==> src/rtl/debounce_bank.sv <==
// debounce_bank: per-channel synchroniser and debouncer for asynchronous board
// inputs. Each channel has a sync chain, a stable-window counter, a debounced
// level and registered single-cycle rise/fall pulses. any_event is the
// registered OR of every channel's pulses.
module debounce_bank #(
  parameter int                NUM_CH          = 4,
  parameter int                SYNC_DELAY_LEN  = 2,
  parameter int                DEBOUNCE_CYCLES = 650000,
  parameter logic [NUM_CH-1:0] RESET_VAL       = {NUM_CH{1'b0}}
) (
  input  logic              clk,
  input  logic              reset_n,
  input  logic [NUM_CH-1:0] in,
  output logic [NUM_CH-1:0] clean,
  output logic [NUM_CH-1:0] rise,
  output logic [NUM_CH-1:0] fall,
  output logic              any_event
);

  // The counter only needs to reach D-1, where it saturates.
  localparam int               CNT_W   = (DEBOUNCE_CYCLES > 1) ? $clog2(DEBOUNCE_CYCLES) : 1;
  localparam logic [CNT_W-1:0] CNT_MAX = CNT_W'(DEBOUNCE_CYCLES - 1);

  logic [NUM_CH-1:0] rise_next;
  logic [NUM_CH-1:0] fall_next;
  logic              any_event_reg;

  genvar gi;
  generate
    for (gi = 0; gi < NUM_CH; gi++) begin : g_ch
      logic [SYNC_DELAY_LEN-1:0] sync_reg;
      logic                      synced;
      logic                      prev_reg;
      logic                      prev_next;
      logic                      clean_reg;
      logic                      clean_next;
      logic                      rise_reg;
      logic                      fall_reg;
      logic                      ch_rise_next;
      logic                      ch_fall_next;
      logic [CNT_W-1:0]          cnt_reg;
      logic [CNT_W-1:0]          cnt_next;

      assign synced = sync_reg[SYNC_DELAY_LEN-1];

      // Shift the raw pad value through the synchroniser chain.
      always_ff @(posedge clk or negedge reset_n) begin
        if (!reset_n) begin
          sync_reg <= {SYNC_DELAY_LEN{RESET_VAL[gi]}};
        end else begin
          sync_reg <= {sync_reg[SYNC_DELAY_LEN-2:0], in[gi]};
        end
      end

      // Restart the window on any change, otherwise count up to D-1 and then
      // commit prev to clean; a pulse only fires when clean actually moves.
      always_comb begin
        prev_next    = prev_reg;
        cnt_next     = cnt_reg;
        clean_next   = clean_reg;
        ch_rise_next = 1'b0;
        ch_fall_next = 1'b0;
        if (synced != prev_reg) begin
          prev_next = synced;
          cnt_next  = '0;
        end else if (cnt_reg == CNT_MAX) begin
          clean_next   = prev_reg;
          ch_rise_next = prev_reg & ~clean_reg;
          ch_fall_next = ~prev_reg & clean_reg;
        end else begin
          cnt_next = cnt_reg + CNT_W'(1);
        end
      end

      // Hold the debounce state and the registered event pulses.
      always_ff @(posedge clk or negedge reset_n) begin
        if (!reset_n) begin
          prev_reg  <= RESET_VAL[gi];
          clean_reg <= RESET_VAL[gi];
          cnt_reg   <= '0;
          rise_reg  <= 1'b0;
          fall_reg  <= 1'b0;
        end else begin
          prev_reg  <= prev_next;
          clean_reg <= clean_next;
          cnt_reg   <= cnt_next;
          rise_reg  <= ch_rise_next;
          fall_reg  <= ch_fall_next;
        end
      end

      assign rise_next[gi] = ch_rise_next;
      assign fall_next[gi] = ch_fall_next;
      assign clean[gi]     = clean_reg;
      assign rise[gi]      = rise_reg;
      assign fall[gi]      = fall_reg;
    end
  endgenerate

  // Register the OR of next-cycle pulses so any_event lines up with rise/fall.
  always_ff @(posedge clk or negedge reset_n) begin
    if (!reset_n) begin
      any_event_reg <= 1'b0;
    end else begin
      any_event_reg <= |(rise_next | fall_next);
    end
  end

  assign any_event = any_event_reg;

endmodule
==> config.mk <==
export PLATFORM = sky130hd
export DESIGN_NAME = debounce_bank
export DESIGN_NICKNAME = d
export VERILOG_FILES = /design/src/rtl/debounce_bank.sv
export SDC_FILE = /design/constraint.sdc
export NUM_CORES = 1
export LEC_CHECK = 0
export ABC_AREA = 1
export CAP_MARGIN = 20
export CORE_MARGIN = 2
export CORE_UTILIZATION = 49
export CTS_BUF_LIST = sky130_fd_sc_hd__clkbuf_4
export CTS_CLUSTER_DIAMETER = 80
export CTS_CLUSTER_SIZE = 30
export DETAILED_ROUTE_END_ITERATION = 7
export PLACE_DENSITY = 0.69
export REMOVE_ABC_BUFFERS = 1
export SLEW_MARGIN = 20
export SYNTH_ARGS = -nofsm -noshare
export SYNTH_HDL_FRONTEND = slang
export SYNTH_SLANG_ARGS = --single-unit
==> constraint.sdc <==
create_clock -name clk -period 1.4 [get_ports clk]
set_clock_uncertainty 0.15 [all_clocks]
set_input_delay 0.28 -clock clk [delete_from_list [all_inputs] [get_ports clk]]
set_output_delay 0.28 -clock clk [all_outputs]
set_load 0.02 [all_outputs]
==> After elaboration in Yosys (flattened, before gate mapping) <==
Index checks and enable logic that the tools add are counted.
Widths: inputs -> output; s select.
{ "totals": {"latchBits": 0, "register_bits": 105, "rom_bits": 0, "ramBits": 0, "input_bits": 6, "elab_cells": 91, "out_inout_bits": 13, "n_memories": 0} }
{ "classes": {"n_reduce_logical": 5, "eq_ne": 12, "shifts": 0, "n_lt_le_gt_ge": 0, "addsub": 4, "div": 0, "mul": 0, "muxes": 24, "n_bitwise": 21} }
{ "op_table": {"columns": ["operator", "count"], "rows": [
  ["$mux 20", 8],
  ["$add 20x1->20 const B", 4],
  ["$eq 20x20->1 const B", 4],
  ["$mux 1", 16],
  ["$not 1->1", 12],
  ["$and 1x1->1", 8],
  ["$ne 2x2->1 const B", 4],
  ["$reduce_and 2->1", 4],
  ["$ne 1x1->1", 4],
  ["$or 4x4->4", 1],
  ["$reduce_or 4->1", 1]
]} }

==> Longest topological paths before layout <==
Gate-level depths: netlist (run 1).
{ "depth": {"word_depth": 6, "ltp_mapped": 10, "mapped_depth_nobuf": 10} }

==> Worst setup path before layout (run 1) <==
Ideal clock, no wire load.
{ "synth_path": {"path_type": "reg2reg", "startpoint": "register g_ch[3].cnt_reg[0]", "endpoint": "register g_ch[3].cnt_reg[12]", "path_buffers": 0, "synth_period_minus_slack_ns": 1.603, "t_required_ns": 1.129, "arrival_ns": 1.331, "path_slack_ns": -0.203, "stages_incl_launch_ff": 9, "setup_time_ns": 0.121, "path_cell_list": "dfrtp_1 ha_1 nand2_1 nor2_4 nand4_2 nor2_2 nand2_1 o21ai_0 nor2_1"} }
{ "synth_between": {"elab_chain_len": 3, "word_cells_on_any_way": 5, "cone_classes": "1 x add/sub; 2 x eq/ne; 2 x mux"} }
{ "synth_lines": {"columns": ["element", "line_no", "rtl"], "rows": [
  ["start, declared", "41", "logic [CNT_W-1:0] cnt_reg;"],
  ["start signal, assigned", "86", "cnt_reg <= cnt_next;"],
  ["$add 20x1->20", "71", "cnt_next = cnt_reg + CNT_W'(1);"],
  ["$mux 20", "66", "end else if (cnt_reg == CNT_MAX) begin"],
  ["$mux 20", "63", "if (synced != prev_reg) begin"]
]} }
Parallel ways exist; a longest one is shown, timed or not. The select of a mux whose other input is x is not followed.
A chain may end at the register's enable or synchronous reset.

==> Final worst setup path (run 1) <==
{ "layout_path": {"startpoint": "register g_ch[2].cnt_reg[1]", "endpoint": "register g_ch[2].cnt_reg[13]"} }
{ "layout_between": {"elab_chain_len": 3, "word_cells_on_any_way": 5, "cone_classes": "1 x add/sub; 2 x eq/ne; 2 x mux"} }
{ "layout_lines": {"columns": ["element", "line_no"], "rows": [
  ["start, declared", "41"],
  ["start signal, assigned", "86"],
  ["$add 20x1->20", "71"],
  ["$mux 20", "66"],
  ["$mux 20", "63"]
]} }
Parallel ways exist; a longest one is shown, timed or not. The select of a mux whose other input is x is not followed.

==> results.md, run 1 <==
Global route:
- The total overflow left after global routing is 0.
- The via count of the first global-routing pass was 5431.
- met2 is the most crowded layer.
- Entering global routing, the biggest net connects 37 pins.
- In the global route stage, overall resource usage came out at 0.263.
- For met3 alone, demand over resource in global routing was 0.0640.
- For met1 alone, demand over resource in global routing was 0.319.
- For met2 alone, demand over resource in global routing was 0.457.
- The wire length of the first global-routing pass is 24.7 mm.
- The initial antenna violation count came to 1.

Timing:
- The number of max-slew violations in the final report came to 0.
- Based on the critical path, the design can be clocked at up to 573 MHz.
- The post-route clock period utilization is 1.25.
- The final period demand of the worst path is 1740 ps.
- The tightest slew margin relative to the limit is 0.801.
- Setup repair after global routing could not meet its margin everywhere.
- The hold violation count in the final report was 0.
- Setup violations remaining at the end of the flow were counted as 98.
- The post-layout worst setup margin is -345 ps.
- Final hold analysis gives a worst-case slack of 22.6 ps.
- At the pin with the least slew margin, the transition time is 296 ps.

Final layout:
- The most common library cell in the layout ignoring fill and taps is buf_4.
- The library cells used most frequently in the layout, excluding fill and tap cells, are buf_4 (162), dfrtp_1 (102), nand2_1 (88), nor2_1 (80), inv_1 (75).
- The flip-flop count of the largest register after layout is 80.
- The total number of nets in the final design is 915.
- The finished cells cover 0.00819 sq mm.
- Compared with the post-synthesis result, the final layout area differs by 49.2%.
- Of the cells placed in the final design, the portion with a size suffix greater than 1 is 0.452.

Worst setup path:
- The data required time at the worst endpoint is 1670 ps.
- The worst setup path category is reg -> reg.
- The endpoint arrival time on the critical path is 2010 ps.
- The endpoint type of the worst setup path is a flip-flop.
- For flop-to-flop paths, the worst setup slack is -340 ps.
- Along the worst path, the maximum fanout reaches 3.
- STA classifies the critical path startpoint as a flip-flop.

Outcome:
- The run finished, with violations left.
- The checks that failed: negative setup slack.

CTS:
- The root buffer cell is clkbuf_4.
- Clock tree synthesis inserted a total of 9 buffers.
- The clock tree buffer depth is 2.
- The H-tree was split into 3 levels.
- The total clock sinks is 105.
- The clock tree from TritonCTS is yes.
- After clock tree synthesis, the clock-pin slew on the worst setup and hold paths is 190 ps.
- The clock insertion delay at the later pin of the skew report is 520 ps.

Synth:
- The post-synthesis cell count is 699.
- After synthesis, the netlist uses 36 different library cells.
- The summed instance area of the synthesized netlist is 0.00549 sq mm.
- The primary flip-flop cell chosen by synthesis mapping is dfrtp_1.
- Dividing the synthesized area by the synthesized cell count gives 7.86 sq um.
- Yosys printed 0 warnings.
- Synthesis inferred 105 register bits.
- After synthesis, the share of flip-flops with an asynchronous set or reset is 1.00.
- The sequential element share of the synthesized area is 0.478.
- Yosys mapped a number of flops with a built-in enable equal to 0.

Route:
- The post-detailed-route via-to-cell ratio is 5.29.
- The number of search-and-repair iterations in the first detailed-routing pass is 5.
- The post-route antenna net violation count is 0.
- In the routed design, unresolved DRC markers number 0.
- The number of DRC markers in iteration 0 is 279.
- The via count is 5570.
- For this block, the routed nets add up to 16.4 mm of wire.
- Dividing the detail-routed wire length by the instance count gives 15.6 um.

Power and ir drop:
- The leakage power is 0.00394 uW.
- IR analysis of the VDD net gives a maximum drop of 0.000665 V.
- The power per cell area is 628 mW/mm^2.

Floorplan:
- The initial core utilization is 0.504.
- The die footprint is 0.0121 sq mm.
- The core region is 0.0109 sq mm.
- From left edge to right edge, the die measures 110 um.
- Pin placement for this block handled 19 I/O pins.
- The die is 110 um tall.
- The floorplan has 38 rows.

Worst hold path:
- In this run the worst hold path is classified as in -> reg.

Run:
- The number of max-cap violations is 0.

Placement:
- Routability-driven placement finished with a final weighted congestion of 0.978.
- The placed wire-length estimate is 9.81 mm.
- The placed instances occupy a cell area of 0.00692 sq mm.
- In this run the tool buffered the top-level ports with 18 buffer cells.
[critical path, cell delays in order (launching register included)]
cell and delay [ps]:
dfrtp_1 420, buf_6 120, nand3_4 90, nor3_4 260, nand2_2 130, buf_4 160, nor2_4 80, xor2_1 160
nor2_1 60
[routing by layer]
layer / wire length, um / share of wire
met5: 0 / 0
met4: 490 / 0.030
met3: 769 / 0.047
met2: 8590 / 0.52
met1: 6560 / 0.40
[final timing paths]
check	startpoint	endpoint	cells past startpoint
setup / recovery	g_ch[2].cnt_reg[1]	g_ch[2].cnt_reg[13]	8
hold / removal	in[1]	g_ch[1].sync_reg[0]	1
setup reg to reg	g_ch[2].cnt_reg[1]	g_ch[2].cnt_reg[13]	8
hold reg to reg	g_ch[2].sync_reg[0]	g_ch[2].sync_reg[1]	0
max in group asynchronous	reset_n	g_ch[1].prev_reg	3
min in group asynchronous	reset_n	g_ch[3].cnt_reg[11]	2
[final cells by class]
cell class | count | area (sq um)
multi-input combinational | 475 | 3030
fill | 717 | 2690
sequential | 105 | 2630
timing repair buffer | 215 | 1860
inverter | 99 | 377
tap | 140 | 175
clock buffer | 9 | 67.6
clock inverter | 7 | 52.6
antenna | 2 | 5.00
[repair_timing]
item	4_1_cts	5_1_grt
setup endpoints to repair	101	105
hold buffers	1	1
endpoints found under the hold margin	105	1
buffers inserted	24	25
pin swaps	57	66
resized for setup	224	110
[metrics by stage]
step                      setup WS (ps)   util  power [uW]  std cells  TNS, ps
final                              -345  0.753        5140       1052   -16990
after global routing               -431  0.753        5340       1052   -25060
after CTS                          -254  0.702        5110       1029   -13700
after detailed placement           -285  0.636        3560        990   -11510
after global placement             -237  0.636        3540        990    -7210
after floorplan                    -203      -        3300        679    -3640
[synthesized netlist by cell type (3+ instances only)]
cell type	instances	area, sq um
nand2_1	123	462
clkbuf_1	4	15.0
ha_1	4	50.1
o21ai_0	41	205
nand4_1	19	119
nand3_1	38	190
buf_4	12	90.1
nand2_2	8	50.1
nor3_1	32	160
nor2_1	106	398
xor2_1	15	131
nor2_4	8	90.1
dfrtp_1	105	2630
a21oi_1	43	215
inv_1	96	360
a31oi_1	5	31.3
nor3_2	3	30.0
nor2_2	9	56.3
o21ai_1	4	20.0
[cells by family after synthesis]
family,after synthesis,share of synthesized area
fa+ha+maj,4,0.00911
compound gates,96,0.0900
xor+xnor,17,0.0271
simple gates,358,0.303
buf+inv,119,0.0918
flops,105,0.478
[power breakdown]
| group | switching [uW] | internal [uW] |
|---|---|---|
| clock | 1130 | 385 |
| sequential | 46.2 | 3080 |
| combinational | 287 | 210 |
Note: power is estimated with default switching activity, not from simulation.
==> inputs of run 2 (changes only) <==
--- a/config.mk
+++ b/config.mk
@@ -7,6 +7,7 @@
 export LEC_CHECK = 0
 export ABC_AREA = 1
 export CAP_MARGIN = 20
+export CORE_ASPECT_RATIO = 1.4
 export CORE_MARGIN = 2
 export CORE_UTILIZATION = 49
 export CTS_BUF_LIST = sky130_fd_sc_hd__clkbuf_4
==> results.md, run 2 (same netlist as run 1, synthesis figures left out) <==
CTS:
- The clock drives 105 sinks.
- In this run the number of H-tree levels came out at 3.
- The later pin in the worst-skew pair is clocked with a latency of 470 ps.
- Clock tree synthesis inserted a total of 9 buffers.
- TritonCTS built the clock tree.
- The root buffer cell is clkbuf_4.
- The clock tree buffer depth is 2.
- After clock tree synthesis, the clock-pin slew on the worst setup and hold paths is 150 ps.

Route:
- The post-detailed-routing wire length is 15.1 mm.
- The count of nets left with antenna violations once routing finished came out at 0.
- The detail-routed net length per standard cell is 14.5 um.
- The post-detailed-route via-to-cell ratio is 5.22.
- The number of search-and-repair iterations in the first detailed-routing pass is 5.
- The via count is 5427.
- The DRC violations left is 0.
- The number of DRC markers in iteration 0 is 257.

Final layout:
- After filler insertion, the fill cell instance count of the layout stands at 731.
- The finished layout holds 1039 standard cells, fillers aside.
- Registers take 0.00263 sq mm.
- The fraction of final layout cells sized beyond drive strength 1 is 0.446.
- The flip-flop count of the largest register after layout is 80.
- The post-route standard cell area excluding fillers is 0.00806 sq mm.
- The total number of nets in the final design is 902.
- The library cell used most frequently in the layout, excluding fill and tap cells, is buf_4.
- The multi-input combinational cell area is 0.00305 sq mm.
- The area growth from synthesis to final layout is 46.7%.
- In the layout the commonest cells are buf_4 (154), dfrtp_1 (100), nand2_1 (88), inv_1 (79), nor2_1 (77).

Outcome:
- The checks that failed: negative setup slack.
- The flow ran to the end, but the final reports show violations.

Timing:
- The final period demand of the worst path is 1670 ps.
- Setup violations remaining at the end of the flow were counted as 97.
- The hold violation count in the final report is 0.
- The number of max-slew violations in the final report came to 0.
- The post-layout worst setup margin is -270 ps.
- The tightest slew margin relative to the limit is 0.664.
- Setup repair after global routing could not meet its margin everywhere.
- The total negative slack is -12400 ps.
- Based on the critical path, the design can be clocked at up to 599 MHz.
- The post-route clock period utilization is 1.19.
- The slew at the pin with the worst max-slew slack is 499 ps.

Worst setup path:
- The signal on the critical path passes through ha_2 > nand2_2 > nor2_4 > nand2_2 > nor3b_4 > nand2_1 > o21ai_1 > nor2_1.
- Data on the critical path arrives at its endpoint at 1890 ps.
- The cell occurring most often along the worst timing path is nand2_2.
- In this run the register-to-register setup slack is -270 ps.
- The maximum single-stage delay on the critical path is 390 ps.
- The number of cells on the worst reg-to-reg path is 8.
- The highest-delay cell along the critical path is dfrtp_1.
- The data required time at the worst endpoint is 1620 ps.
- Of all nets on the critical path, the largest fanout is 5.
- The category of the worst setup path launch point is a flip-flop.
- The worst setup path is of the reg -> reg kind.
- The endpoint type of the worst setup path is a flip-flop.

Floorplan:
- The number of primary I/O pins is 19.
- The die covers 0.0121 sq mm.
- The die height is 129 um.
- The core outline area is 0.0109 sq mm.
- Measured along the x axis, the die boundary spans 93.5 um.
- The site row count is 45.
- The initial utilization of the core area, before any placement, comes to 0.505.

Placement:
- The cell count after placement is 980.
- At the placement stage, the worst setup path has a slack of -284 ps.
- The congestion estimate from routability-driven global placement came to 0.932.
- The placed wire-length estimate is 9.53 mm.
- The total of buffers placed on input and output ports is 18.
- Once placement finished, the instance area stood at 0.00680 sq mm.

Worst hold path:
- The type of the most critical hold path is in -> reg.
- Along the worst hold path, the cell count comes to 1.

Power and ir drop:
- Cell internal power was estimated by the tool at 3650 uW.
- The logic gate share of total power is 0.092.
- Dividing total power by cell area gives a power density of 617 mW/mm^2.
- In this run the static leakage power is 0.00393 uW.
- The analysis attributes to net switching a power of 1330 uW.
- The share of total power in sequential cells is 0.629.
- The share of total power dissipated in the clock network is 0.279.
- VDD sags by at most 0.000409 V.
- The switching part of the total power is 0.267.

Global route:
- After global routing, the most crowded layer is met2.
- The largest net degree at the start of global routing is 73.
- The via count of the first global-routing pass is 5283.
- The met2 usage in global routing is 0.427.
- The overflow left after global routing is 0.
- The initial antenna violation count was 1.
- The first global-routing pass estimated 22.6 mm of wire.
- For this run, global-route usage on met1 was measured as 0.269.
- In the global route stage, met3 resource usage came out at 0.0360.
- For this run, the total global-route usage over all layers was measured as 0.231.

Run:
- The number of max-cap violations is 0.
==> run 2: cell types whose count changed in the layout (fill, tap and decap cells not counted), moves of 3 or more <==
cell	previous run	this run
nand3_2	10	13
a21oi_2	13	10
buf_12	6	3
inv_2	22	19
nor2_2	15	22
buf_4	162	154
nor2_4	28	24
nor2_1	80	77
nand3_1	25	21
a21oi_1	30	33
inv_1	75	79
==> run 2: path summary, 6_finish.rpt <==
| path | endpoint | from |
|---|---|---|
| setup reg to reg | g_ch[1].cnt_reg[18] | g_ch[1].cnt_reg[1] |
| hold reg to reg | g_ch[0].sync_reg[1] | g_ch[0].sync_reg[0] |
| min in group asynchronous | g_ch[3].cnt_reg[13] | reset_n |
| setup / recovery | g_ch[1].cnt_reg[18] | g_ch[1].cnt_reg[1] |
| max in group asynchronous | g_ch[3].cnt_reg[2] | reset_n |
| hold / removal | g_ch[0].sync_reg[0] | in[0] |
==> run 2: area by class of cell <==
class | count | area share
multi-input combinational | 475 | 0.378
sequential | 105 | 0.327
timing repair buffer | 202 | 0.213
inverter | 99 | 0.0464
tap | 141 | 0.0219
clock buffer | 10 | 0.00932
clock inverter | 6 | 0.00419
antenna | 1 | 0.000311
==> run 2: through the flow <==
step           hold slack (ps)  total power, uW   util
2_1_floorplan             -166             3300      -
3_3_place_gp               174             3510  0.626
3_5_place_dp               174             3530  0.626
4_1_cts                   67.3             4930  0.682
5_1_grt                   48.1             5190  0.742
6_report                  86.8             4970  0.742
==> run 2: power by group through the flow <==
stage                     logic [uW]  clock network [uW]  registers (uW)
final                            458                1390            3130
after global routing             504                1550            3130
after CTS                        387                1420            3120
after detailed placement         358                   0            3170
after global placement           345                   0            3170
after floorplan                  129                   0            3170
==> run 2: routing by layer <==
metal  up-vias  wire length (um)
li1       2629                 -
met5         -                 0
met1      2611              5970
met4         0               440
met2       140              8150
met3        47               523
==> run 2: critical path: cells and delay by family, from the launching register on <==
family	cells	cell delay, ps
fa+ha+maj	1	190
simple gates	6	710
flops	1	390
compound gates	1	140
==> run 2: what timing repair did <==
action,CTS,global route
resized for setup,199,132
endpoints found under the setup margin,100,105
endpoints found under the hold margin,105,0
pin swaps,50,63
hold buffers,1,0
setup buffers,17,28
